<file path="src/rtl/multistage_priority_demux_if.sv">
// Stream bundle for multistage_priority_demux: one tagged input stream and per-group output slices.
// The producer/consumer side uses the master modport; the demux uses slave.
interface multistage_priority_demux_if #(
  parameter int unsigned ATTRIBUTE_DATA_WIDTH = 135,
  parameter int unsigned DATA_GROUPS          = 4,
  parameter int unsigned SEL_WIDTH            = 2
);
  logic                                        valid_i;
  logic [ATTRIBUTE_DATA_WIDTH-1:0]             data_i;
  logic [SEL_WIDTH-1:0]                        sel_i;
  logic                                        ready_o;
  logic [DATA_GROUPS-1:0]                      valid_groups_o;
  logic [DATA_GROUPS*ATTRIBUTE_DATA_WIDTH-1:0] data_groups_o;
  logic [DATA_GROUPS-1:0]                      ready_groups_i;
  logic [15:0]                                 drop_count_o;

  modport master (
    output valid_i, data_i, sel_i, ready_groups_i,
    input  ready_o, valid_groups_o, data_groups_o, drop_count_o
  );

  modport slave (
    input  valid_i, data_i, sel_i, ready_groups_i,
    output ready_o, valid_groups_o, data_groups_o, drop_count_o
  );
endinterface

</file>
<file path="src/rtl/multistage_priority_demux.sv">
// Pipelined one-to-many distributor: each accepted word leaves on exactly one group slice, in order.
// Optional broadcast of sel == all-ones is enabled by MULTISTAGE_PRIORITY_DEMUX_BROADCAST_EN.
module multistage_priority_demux #(
  parameter int unsigned ATTRIBUTE_DATA_WIDTH = 135,
  parameter int unsigned DIVISION_FACTOR      = 2,
  parameter int unsigned DATA_GROUPS          = 4,
  parameter int unsigned SEL_WIDTH            = 2
) (
  input logic                         clk,
  input logic                         reset,
  multistage_priority_demux_if.slave  bus
);
  localparam int unsigned W = ATTRIBUTE_DATA_WIDTH;
  localparam int unsigned G = DATA_GROUPS;
  localparam int unsigned L = $clog2(DIVISION_FACTOR) + 1;
  localparam int unsigned H = L - 1;

  logic [L-1:0]         slot_valid;
  logic [W-1:0]         slot_data [L];
  logic [SEL_WIDTH-1:0] slot_sel  [L];
  logic [15:0]          drop_count;

  logic                 adv_c;
  logic                 in_range_c;
  logic                 load_valid_c;
  logic                 drop_c;
  logic                 head_ready_c;
  logic [G-1:0]         head_hit_c;
  logic [G-1:0]         valid_groups_c;
  logic [G*W-1:0]       data_groups_c;

`ifdef MULTISTAGE_PRIORITY_DEMUX_BROADCAST_EN
  logic [G-1:0]         done_mask;
  logic                 bcast_in_c;
  logic                 head_bcast_c;

  assign bcast_in_c   = &bus.sel_i;
  assign head_bcast_c = &slot_sel[H];
`endif

  // Head decode, global advance and slot-0 load/drop qualification.
  always_comb begin
    head_hit_c     = '0;
    valid_groups_c = '0;
    adv_c          = 1'b1;
    load_valid_c   = 1'b0;
    drop_c         = 1'b0;
    data_groups_c  = '0;

    for (int unsigned g = 0; g < G; g++) begin
      head_hit_c[g] = (32'(slot_sel[H]) == g);
    end
    head_ready_c = |(head_hit_c & bus.ready_groups_i);
    in_range_c   = (32'(bus.sel_i) < G);

`ifdef MULTISTAGE_PRIORITY_DEMUX_BROADCAST_EN
    if (slot_valid[H] && head_bcast_c) begin
      // Broadcast head offers itself to every group not yet served.
      valid_groups_c = ~done_mask;
      adv_c          = &(done_mask | bus.ready_groups_i);
    end else begin
      valid_groups_c = slot_valid[H] ? head_hit_c : '0;
      adv_c          = ~slot_valid[H] | head_ready_c;
    end
    load_valid_c = bus.valid_i & adv_c & (in_range_c | bcast_in_c);
    drop_c       = bus.valid_i & adv_c & ~in_range_c & ~bcast_in_c;
`else
    valid_groups_c = slot_valid[H] ? head_hit_c : '0;
    adv_c          = ~slot_valid[H] | head_ready_c;
    load_valid_c   = bus.valid_i & adv_c & in_range_c;
    drop_c         = bus.valid_i & adv_c & ~in_range_c;
`endif

    for (int unsigned g = 0; g < G; g++) begin
      if (valid_groups_c[g]) begin
        data_groups_c[g*W +: W] = slot_data[H];
      end
    end
  end

  // Shift register of slots; the whole pipe stalls when the head cannot retire.
  always_ff @(posedge clk or posedge reset) begin
    if (reset) begin
      slot_valid <= '0;
      for (int unsigned i = 0; i < L; i++) begin
        slot_data[i] <= '0;
        slot_sel[i]  <= '0;
      end
    end else if (adv_c) begin
      for (int unsigned i = 1; i < L; i++) begin
        slot_valid[i] <= slot_valid[i-1];
        slot_data[i]  <= slot_data[i-1];
        slot_sel[i]   <= slot_sel[i-1];
      end
      slot_valid[0] <= load_valid_c;
      slot_data[0]  <= bus.data_i;
      slot_sel[0]   <= bus.sel_i;
    end
  end

`ifdef MULTISTAGE_PRIORITY_DEMUX_BROADCAST_EN
  // Tracks which groups already took the broadcast head; cleared when it retires.
  always_ff @(posedge clk or posedge reset) begin
    if (reset) begin
      done_mask <= '0;
    end else if (adv_c) begin
      done_mask <= '0;
    end else if (slot_valid[H] && head_bcast_c) begin
      done_mask <= done_mask | (valid_groups_c & bus.ready_groups_i);
    end
  end
`endif

  // Saturating count of words accepted with an out-of-range group index.
  always_ff @(posedge clk or posedge reset) begin
    if (reset) begin
      drop_count <= '0;
    end else if (drop_c && (drop_count != 16'hFFFF)) begin
      drop_count <= drop_count + 16'd1;
    end
  end

  assign bus.ready_o        = adv_c;
  assign bus.valid_groups_o = valid_groups_c;
  assign bus.data_groups_o  = data_groups_c;
  assign bus.drop_count_o   = drop_count;

endmodule

</file>
<file path="src/flat_wrapper.sv">
// flat-port wrapper written by rule: the top's interface ports become plain ports
module multistage_priority_demux_flat 
#(
  parameter int unsigned ATTRIBUTE_DATA_WIDTH = 135,
  parameter int unsigned DIVISION_FACTOR      = 2,
  parameter int unsigned DATA_GROUPS          = 4,
  parameter int unsigned SEL_WIDTH            = 2
)
  (clk, reset, bus_valid_i, bus_data_i, bus_sel_i, bus_ready_groups_i, bus_ready_o, bus_valid_groups_o, bus_data_groups_o, bus_drop_count_o);
  multistage_priority_demux_if #(.ATTRIBUTE_DATA_WIDTH(ATTRIBUTE_DATA_WIDTH), .DATA_GROUPS(DATA_GROUPS), .SEL_WIDTH(SEL_WIDTH)) bus_i ();
  input logic clk;
  input logic reset;
  input wire logic [$bits(bus_i.valid_i)-1:0] bus_valid_i;
  input wire logic [$bits(bus_i.data_i)-1:0] bus_data_i;
  input wire logic [$bits(bus_i.sel_i)-1:0] bus_sel_i;
  input wire logic [$bits(bus_i.ready_groups_i)-1:0] bus_ready_groups_i;
  output wire logic [$bits(bus_i.ready_o)-1:0] bus_ready_o;
  output wire logic [$bits(bus_i.valid_groups_o)-1:0] bus_valid_groups_o;
  output wire logic [$bits(bus_i.data_groups_o)-1:0] bus_data_groups_o;
  output wire logic [$bits(bus_i.drop_count_o)-1:0] bus_drop_count_o;
  assign bus_i.valid_i = bus_valid_i;
  assign bus_i.data_i = bus_data_i;
  assign bus_i.sel_i = bus_sel_i;
  assign bus_i.ready_groups_i = bus_ready_groups_i;
  assign bus_ready_o = bus_i.ready_o;
  assign bus_valid_groups_o = bus_i.valid_groups_o;
  assign bus_data_groups_o = bus_i.data_groups_o;
  assign bus_drop_count_o = bus_i.drop_count_o;
  multistage_priority_demux #(.ATTRIBUTE_DATA_WIDTH(ATTRIBUTE_DATA_WIDTH), .DIVISION_FACTOR(DIVISION_FACTOR), .DATA_GROUPS(DATA_GROUPS), .SEL_WIDTH(SEL_WIDTH)) u_core (.clk(clk), .reset(reset), .bus(bus_i));
endmodule
</file>
<file path="config.mk">
export PLATFORM = sky130hd
export DESIGN_NAME = multistage_priority_demux_flat
export DESIGN_NICKNAME = d
export VERILOG_FILES = /design/src/rtl/multistage_priority_demux_if.sv /design/src/rtl/multistage_priority_demux.sv /design/src/flat_wrapper.sv
export SDC_FILE = /design/constraint.sdc
export NUM_CORES = 1
export LEC_CHECK = 0
export CAP_MARGIN = 20
export CORE_AREA = 2 2 271 273
export CTS_BUF_LIST = sky130_fd_sc_hd__clkbuf_4 sky130_fd_sc_hd__clkbuf_8 sky130_fd_sc_hd__clkbuf_16
export DETAILED_ROUTE_END_ITERATION = 7
export DIE_AREA = 0 0 273 275
export PLACE_DENSITY = 0.56
export SETUP_SLACK_MARGIN = 0.15
export SYNTH_ARGS = -nofsm -noshare
export SYNTH_HDL_FRONTEND = slang
export SYNTH_SLANG_ARGS = --single-unit
</file>
<file path="constraint.sdc">
create_clock -name clk -period 8.9 [get_ports clk]
set_clock_uncertainty 0.1 [all_clocks]
set_input_delay 1.78 -clock clk [delete_from_list [all_inputs] [get_ports clk]]
set_output_delay 1.78 -clock clk [all_outputs]
set_load 0.02 [all_outputs]
</file>
==> results of run 1 <==
## through the flow
| stage | total power [mW] | hold slack (ns) | cells |
|---|---|---|---|
| 6_report | 9.707 | 0.3787 | 2839 |
| 5_1_grt | 10.27 | 0.4009 | 2838 |
| 4_1_cts | 9.817 | 0.3813 | 2836 |
| 3_5_place_dp | 8.314 | 0.3765 | 2778 |
| 3_3_place_gp | 8.201 | 0.3811 | 2777 |
| 2_1_floorplan | 6.109 | 0.3349 | 1240 |
## routing by layer
layer  up-vias  GRT usage (%)  share of wire, %
li1       5295              -                 -
met1      5468          14.46                41
met2       490          21.13                49
met3        67          3.317               7.5
met4         0          3.552               2.3
met5         -              0                 0
## state kept, by name (all words and copies together), names as in the netlist
signal             cells
u_core.slot_sel        4
u_core.slot_data     270
u_core.slot_valid      2
## placed cells by master (no fill, tap or decap), types with 2 or more instances in the layout
| cell type | n |
|---|---|
| buf_16 | 2 |
| conb_1 | 16 |
| and2_1 | 406 |
| clkbuf_4 | 8 |
| mux2_2 | 36 |
| clkbuf_8 | 3 |
| clkinv_2 | 6 |
| buf_4 | 7 |
| and3_1 | 135 |
| clkdlybuf4s50_1 | 688 |
| clkbuf_16 | 37 |
| bufinv_16 | 3 |
| nand2_1 | 2 |
| dfrtp_1 | 275 |
| mux2_4 | 239 |
| buf_12 | 5 |
| clkinvlp_4 | 2 |
## where the power goes
| part | total [mW] | internal (mW) | switching (mW) |
|---|---|---|---|
| Clock | 1.43 | 0.890 | 0.536 |
| Sequential | 2.59 | 1.91 | 0.676 |
| Combinational | 5.69 | 3.12 | 2.57 |
| Total | 9.71 | 5.92 | 3.78 |
## path summary, 6_finish.rpt
path	end	slack [ns]	depth (start not counted)
setup / recovery	bus_data_groups_o[122]	3.01	7
hold / removal	u_core.slot_valid[1]$_DFFE_PP0P_	0.38	1
setup reg to reg	u_core.slot_data[197]$_DFFE_PP0P_	5.01	6
hold reg to reg	u_core.slot_valid[1]$_DFFE_PP0P_	0.38	1
max in group asynchronous	u_core.slot_data[160]$_DFFE_PP0P_	5.21	4
min in group asynchronous	u_core.slot_data[135]$_DFFE_PP0P_	1.59	2
## cells by family after synthesis
| kind of cell | after synthesis | share of synthesized area, % |
|---|---|---|
| other cells | 1 | 0.02483 |
| simple gates | 548 | 22.66 |
| flops | 276 | 45.73 |
| compound gates | 2 | 0.2320 |
| buf+inv | 122 | 4.846 |
| mux | 276 | 26.51 |
## final cells by class
type                            instances  area [um^2]
Tap cell                              959         1200
Timing Repair Buffer                  702         7094
Fill cell                            7201        48430
Clock buffer                           48         1027
Sequential cell                       276         6910
Antenna cell                            1        2.502
Clock inverter                         10        127.6
Multi-Input combinational cell        842         7543
Inverter                                1        7.507
==> metrics.yaml, run 1 <==
outcome:
  outcome: "completed"
clocking:
  cts-root-buf: "clkbuf_16"
  clkTransAtPathRegs_ns: 0.06
  ctsHoldBuffers: 0
  cts_resized: 0
  cts_buffers: 34
  cts.sinks: 276
  clock_path_buffers: 3
  cts-htree-levels: 2
  cts_setup_buffers: 0
  clk_latency_ns: 0.52
  cts_tree: "built"
synthesis:
  yosysUniqueCellTypes: 20
  yosysTopAreaCellShare_pct: 45.73
  synth_common_cells: "and2_1, dfrtp_1, mux2_4"
  synth_seq_cells: 276
  avgSynthCellArea_um2: 12.33
  yosysWarnings: 0
  synthFlopType: "dfrtp_1"
  yosysMostFrequentCell: "and2_1"
  synth_edf_count: 0
  synthArstFlopShare_pct: 100.0
  syn-cell-area_um2: 15100
  synth_top_area_cell: "dfrtp_1"
  synth_area_leaders: "dfrtp_1, mux2_4, and2_1"
  ys_seq_area_share_pct: 45.73
  postSynthCellCount: 1225
sta:
  setup-tns-final_ns: 0
  fin_ws_ns: 3.005
  worst_pin_slew_ns: 1.050
  layout_min_cycle_time_ns: 5.895
  timing.fmax_ghz: 0.1696
  relSlewSlack_pct: 29.98
  setup_viol: 0
  hold_viol_final: 0
  fin_crit_sh_pct: 66.23
  rsz0062_at_grt: "no"
  slew_violations: 0
setup_path:
  crit_top_cell: "buf_4"
  critPathSlowestCell: "and2b_4"
  crit_fanout: 75
  critPathMaxStageDelay_ns: 0.82
  startpoint: "u_core.slot_sel[1]$_DFFE_PP0P_"
  worstReg2RegStart: "u_core.slot_sel[0]$_DFFE_PP0P_"
  required_ns: 7.02
  path_cells: "and2b_4 -> buf_4 -> nor2b_4 -> buf_4 -> buf_12 -> and2_1 -> clkdlybuf4s50_1"
  cp_top_family: "buffers and inverters"
  worstPathArrival_ns: 4.01
  cp-end-kind: "output port"
  crit_buf_inv: 4
  worstSetupPathType: "reg2out"
  start_kind: "register"
place:
  dp_slack_ns: 2.916
  gp_congestion: 0.7469
  postPlaceCellArea_um2: 22710
  dp_hpwl_um: 33600
  port_buffers: 688
floorplanning:
  io_pins: 705
  rows: 99
  coreArea_um2: 72340
  start_util_pct: 20.88
  fp.dieH_um: 275
  die_w_um: 273
  die-area_um2: 75080
drt:
  finalWirelength_um: 47990
  wl_per_cell_um: 16.90
  ant_nets: 0
  drc: 0
  dr.pass1.iters: 6
  viasPerCell: 3.987
  drtIter0Drc: 560
  vias: 11320
min_path:
  hold_start: "u_core.slot_valid[0]$_DFFE_PP0P_"
  min_path_type: "reg2reg"
pwr:
  p_per_area_nw_per_um2: 405.9
  leakagePower_nw: 10.65
  irDropWorstVdd_mv: 0.4537
global_route:
  grt_pass1_wl_um: 71830
  grt_max_degree: 137
  grt-ovfl-total: 0
  antenna_found_initial: 1
  grt_pass1_vias: 11641
  gr-usage-all-layers_pct: 12.09
finish:
  nets: 2001
  post-route-util_pct: 33.06
  drive_gt1_share_pct: 18.84
  area_growth_pct: 58.33
  finalInstanceArea_um2: 23910
job:
  maxCapViolCount: 0
(Power assumes the default switching activity.)
==> run 2: changes to the inputs <==
PLACE_DENSITY = 0.54   (was 0.56)
clock period = 5.63 ns   (was 8.9 ns; I/O delays follow)
==> metrics.yaml, run 2 (synthesized netlist as in run 1, its figures left out) <==
setup_path:
  start_kind: "register"
  required_ns: 4.40
  critPathMaxStageDelay_ns: 0.88
  worstReg2RegStart: "u_core.slot_sel[1]$_DFFE_PP0P_"
  worstSetupPathType: "reg2out"
  crit_buf_inv: 3
  crit_fanout: 137
  critPathSlowestCell: "dfrtp_4"
  startpoint: "u_core.slot_sel[0]$_DFFE_PP0P_"
  cp-end-kind: "output port"
  cp_top_family: "buffers and inverters"
  worstPathArrival_ns: 3.54
  path_cells: "buf_4 -> nor2b_4 -> buf_12 -> and2_1 -> clkdlybuf4s50_1"
floorplanning:
  io_pins: 705
  coreArea_um2: 72340
  fp.dieH_um: 275
  die-area_um2: 75080
  start_util_pct: 20.88
  rows: 99
  die_w_um: 273
global_route:
  grt_pass1_wl_um: 75740
  grt_max_degree: 137
  antenna_found_initial: 2
  grt_pass1_vias: 11945
  grt-ovfl-total: 0
  gr-usage-all-layers_pct: 12.95
finish:
  largest_register_ffs: 270
  regMostFlops: "u_core.slot_data"
  stdcell_count: 2847
  multi_input_area_um2: 7543
  largestRegisters: "u_core.slot_data: 270 flops, u_core.slot_sel: 4 flops, u_core.slot_valid: 2 flops"
  register_area_um2: 6910
  area_growth_pct: 58.98
  final_cell_mix: "clkdlybuf4s50_1, and2_1, dfrtp_1"
  final_common_cell: "clkdlybuf4s50_1"
  nets: 2004
  drive_gt1_share_pct: 19.06
  fillers: 7257
clocking:
  cts_setup_buffers: 0
  clk_latency_ns: 0.53
  cts_resized: 0
  cts.sinks: 276
  cts_tree: "built"
  clock_path_buffers: 3
  clkTransAtPathRegs_ns: 0.06
  cts_buffers: 35
  cts-root-buf: "clkbuf_16"
  cts-htree-levels: 2
  ctsHoldBuffers: 0
min_path:
  hold_start: "u_core.slot_data[256]$_DFFE_PP0P_"
  min_path_type: "reg2reg"
sta:
  setup-tns-final_ns: 0
  fin_hold_ws_ns: 0.4023
  fin_crit_sh_pct: 84.67
  worst_pin_slew_ns: 1.100
  layout_min_cycle_time_ns: 4.767
  relSlewSlack_pct: 26.68
  rsz0062_at_grt: "no"
  setup_viol: 0
  hold_viol_final: 0
  slew_violations: 0
  timing.fmax_ghz: 0.2098
drt:
  ant_nets: 0
  drc: 0
  finalWirelength_um: 50940
  vias: 11368
  viasPerCell: 3.993
  drtIter0Drc: 511
  wl_per_cell_um: 17.89
  dr.pass1.iters: 4
job:
  maxCapViolCount: 0
pwr:
  leakagePower_nw: 10.69
  p_per_area_nw_per_um2: 648.8
  irDropWorstVdd_mv: 0.4136
place:
  port_buffers: 688
  gp_congestion: 0.7699
  place_inst: 2782
  dp_hpwl_um: 36040
outcome:
  outcome: "completed"
[run 2: final cells by class]
type | count | share of cell area, %
Tap cell | 959 | 4.997
Clock inverter | 12 | 0.7191
Inverter | 1 | 0.03126
Sequential cell | 276 | 28.78
Timing Repair Buffer | 704 | 29.63
Multi-Input combinational cell | 842 | 31.42
Antenna cell | 4 | 0.04169
Clock buffer | 49 | 4.387
[run 2: power by group]
part / total (mW) / switching, mW / leakage (nW) / internal [mW]
clock: 2.37 / 0.876 / 0.608 / 1.49
sequential: 4.23 / 1.21 / 3.21 / 3.02
combinational: 8.98 / 4.04 / 6.87 / 4.94
total: 15.6 / 6.13 / 10.7 / 9.45
[run 2: layer usage]
layer / vias up / global-route usage [%] / wire (um) / part of all wire [%]
li1: 5304 / - / - / -
met1: 5485 / 15.50 / 21030 / 41
met2: 497 / 22.39 / 24700 / 48
met3: 82 / 3.727 / 3908 / 7.7
met5: - / 0 / 0 / 0
met4: 0 / 3.998 / 1301 / 2.6
[run 2: worst paths after layout]
path / end / slack, ns / cells past startpoint
worst max-delay path: bus_data_groups_o[20] / 0.86 / 5
worst min-delay path: u_core.slot_data[121]$_DFFE_PP0P_ / 0.40 / 1
worst max register to register: u_core.slot_data[177]$_DFFE_PP0P_ / 1.92 / 6
worst min register to register: u_core.slot_data[121]$_DFFE_PP0P_ / 0.40 / 1
max in group asynchronous: u_core.slot_data[154]$_DFFE_PP0P_ / 3.37 / 3
min in group asynchronous: u_core.slot_data[135]$_DFFE_PP0P_ / 0.95 / 2
[run 2: stage by stage]
step	power, mW	utilization, %	instance area, um^2	setup WS [ns]
detailed placement	13.27	31.48	22780	1.438
finish	15.58	33.19	24010	0.8630
global route	16.45	33.18	24000	0.7059
global placement	13.11	31.45	22750	1.430
CTS	15.77	33.18	24000	0.8516
floorplan	9.658	-	15160	0.7526
==> run 3: changes to the inputs <==
PLACE_DENSITY = 0.56   (was 0.54)
clock period = 4.3 ns   (was 5.63 ns; I/O delays follow)
==> metrics.yaml, run 3 (synthesized netlist as in run 1, its figures left out) <==
clocking:
  cts_buffers: 31
  cts-root-buf: "clkbuf_16"
  clock_path_buffers: 3
  cts-htree-levels: 1
  cts_setup_buffers: 0
  cts_tree: "built"
  cts.sinks: 276
  ctsHoldBuffers: 0
  clkTransAtPathRegs_ns: 0.06
  clk_latency_ns: 0.56
floorplanning:
  start_util_pct: 20.88
  coreArea_um2: 72340
  die-area_um2: 75080
  rows: 99
  die_w_um: 273
  fp.dieH_um: 275
  io_pins: 705
finish:
  drive_gt1_share_pct: 19.19
  regMostFlops: "u_core.slot_data"
  post-route-util_pct: 33.04
  final_common_cell: "clkdlybuf4s50_1"
  largest_register_ffs: 270
  largestRegisters: "u_core.slot_data: 270 flops, u_core.slot_sel: 4 flops, u_core.slot_valid: 2 flops"
  fillers: 7115
  final_cell_mix: "clkdlybuf4s50_1, and2_1, dfrtp_1"
  area_growth_pct: 58.26
  nets: 2007
setup_path:
  worstPathArrival_ns: 2.93
  r2r-end: "u_core.slot_data[27]$_DFFE_PP0P_"
  worstReg2RegStart: "u_core.slot_sel[0]$_DFFE_PP0P_"
  start_kind: "register"
  startpoint: "u_core.slot_sel[0]$_DFFE_PP0P_"
  cp-end-kind: "output port"
  reg2reg_depth: 6
  r2r_slack_ns: 0.97
  crit_fanout: 59
  required_ns: 3.34
  cp-endpoint: "bus_ready_o"
  worstSetupPathType: "reg2out"
drt:
  drtIter0Drc: 577
  vias: 11320
  drc: 0
  finalWirelength_um: 48140
  ant_nets: 0
  dr.pass1.iters: 4
  viasPerCell: 3.978
  wl_per_cell_um: 16.91
sta:
  setup_viol: 0
  layout_min_cycle_time_ns: 3.894
  worst_pin_slew_ns: 0.9733
  slew_violations: 0
  rsz0062_at_grt: "no"
  timing.fmax_ghz: 0.2568
  hold_viol_final: 0
  fin_ws_ns: 0.4060
  fin_crit_sh_pct: 90.56
  setup-tns-final_ns: 0
  relSlewSlack_pct: 35.12
global_route:
  grt-ovfl-total: 0
  antenna_found_initial: 0
  gr-usage-all-layers_pct: 11.95
  grt_pass1_vias: 11774
  grt_max_degree: 138
  grt_pass1_wl_um: 71570
pwr:
  power.total_mw: 19.89
  p_per_area_nw_per_um2: 832.2
  irDropWorstVdd_mv: 0.5739
  leakagePower_nw: 10.66
place:
  dp_slack_ns: 0.7640
  dp_hpwl_um: 33730
  port_buffers: 688
  gp_congestion: 0.7364
outcome:
  outcome: "completed"
job:
  maxCapViolCount: 0
min_path:
  min_path_type: "reg2reg"
-- run 3: cell types whose count changed in the layout (fill, tap and decap cells not counted), sizes merged --
cell           delta
and3              +1
buf               +7
bufinv            -1
clkbuf            -6
clkdlybuf4s50     -1
clkinv            +5
clkinvlp          -2
diode             -3
inv               -1
-- run 3: layer usage --
metal | up-vias | global-route usage (%) | wire length [um]
met4 | 0 | 3.552 | 1215
li1 | 5293 | - | -
met2 | 471 | 21.29 | 23830
met5 | - | 0 | 0
met1 | 5483 | 14.49 | 19940
met3 | 73 | 2.435 | 3159
-- run 3: report_power, final --
group          leakage, nW  switching (mW)  internal (mW)
clock network        0.534            1.05           1.63
registers             3.21            1.42           3.96
logic                 6.91            5.34           6.48
total                 10.7            7.81           12.1
-- run 3: how the worst min path moves through the flow --
stage	startpoint	cells after the start	to	slack, ns
after global routing	u_core.slot_data[266]$_DFFE_PP0P_	1	u_core.slot_data[131]$_DFFE_PP0P_	0.41
after global placement	u_core.slot_valid[0]$_DFFE_PP0P_	1	u_core.slot_valid[1]$_DFFE_PP0P_	0.38
after detailed placement	u_core.slot_valid[0]$_DFFE_PP0P_	1	u_core.slot_valid[1]$_DFFE_PP0P_	0.39
final	u_core.slot_valid[0]$_DFFE_PP0P_	1	u_core.slot_valid[1]$_DFFE_PP0P_	0.39
after floorplan	u_core.slot_valid[0]$_DFFE_PP0P_	1	u_core.slot_valid[1]$_DFFE_PP0P_	0.33
after CTS	u_core.slot_valid[0]$_DFFE_PP0P_	1	u_core.slot_valid[1]$_DFFE_PP0P_	0.40
-- run 3: area by class of cell --
| type | instances | area [um^2] | area share, % |
|---|---|---|---|
| timing repair buffer | 710 | 7187 | 30.07 |
| inverter | 1 | 7.507 | 0.03141 |
| antenna | 1 | 2.502 | 0.01047 |
| multi-input combinational | 843 | 7551 | 31.59 |
| clock inverter | 13 | 140.1 | 0.5863 |
| tap | 959 | 1200 | 5.020 |
| clock buffer | 43 | 903.4 | 3.780 |
| sequential | 276 | 6910 | 28.91 |
-- run 3: worst max-delay path, cell delays in order, from the launching register on --
cell	delay [ns]
dfrtp_4	0.57
buf_4	0.52
mux2i_1	0.26
a2bb2oi_4	0.24
clkdlybuf4s50_1	0.75
-- run 3: stage by stage --
stage / cell area, um^2 / instances / hold WS [ns]
5_1_grt: 23900 / 2845 / 0.4124
3_5_place_dp: 22850 / 2788 / 0.3866
2_1_floorplan: 15160 / 1240 / 0.3349
3_3_place_gp: 22850 / 2788 / 0.3771
4_1_cts: 23890 / 2844 / 0.4000
6_report: 23900 / 2846 / 0.3945
-- run 3: what timing repair did --
item                                   CTS  global route
endpoints found under the hold margin    0             0
resized for setup                        0             0
setup endpoints to repair                0            61
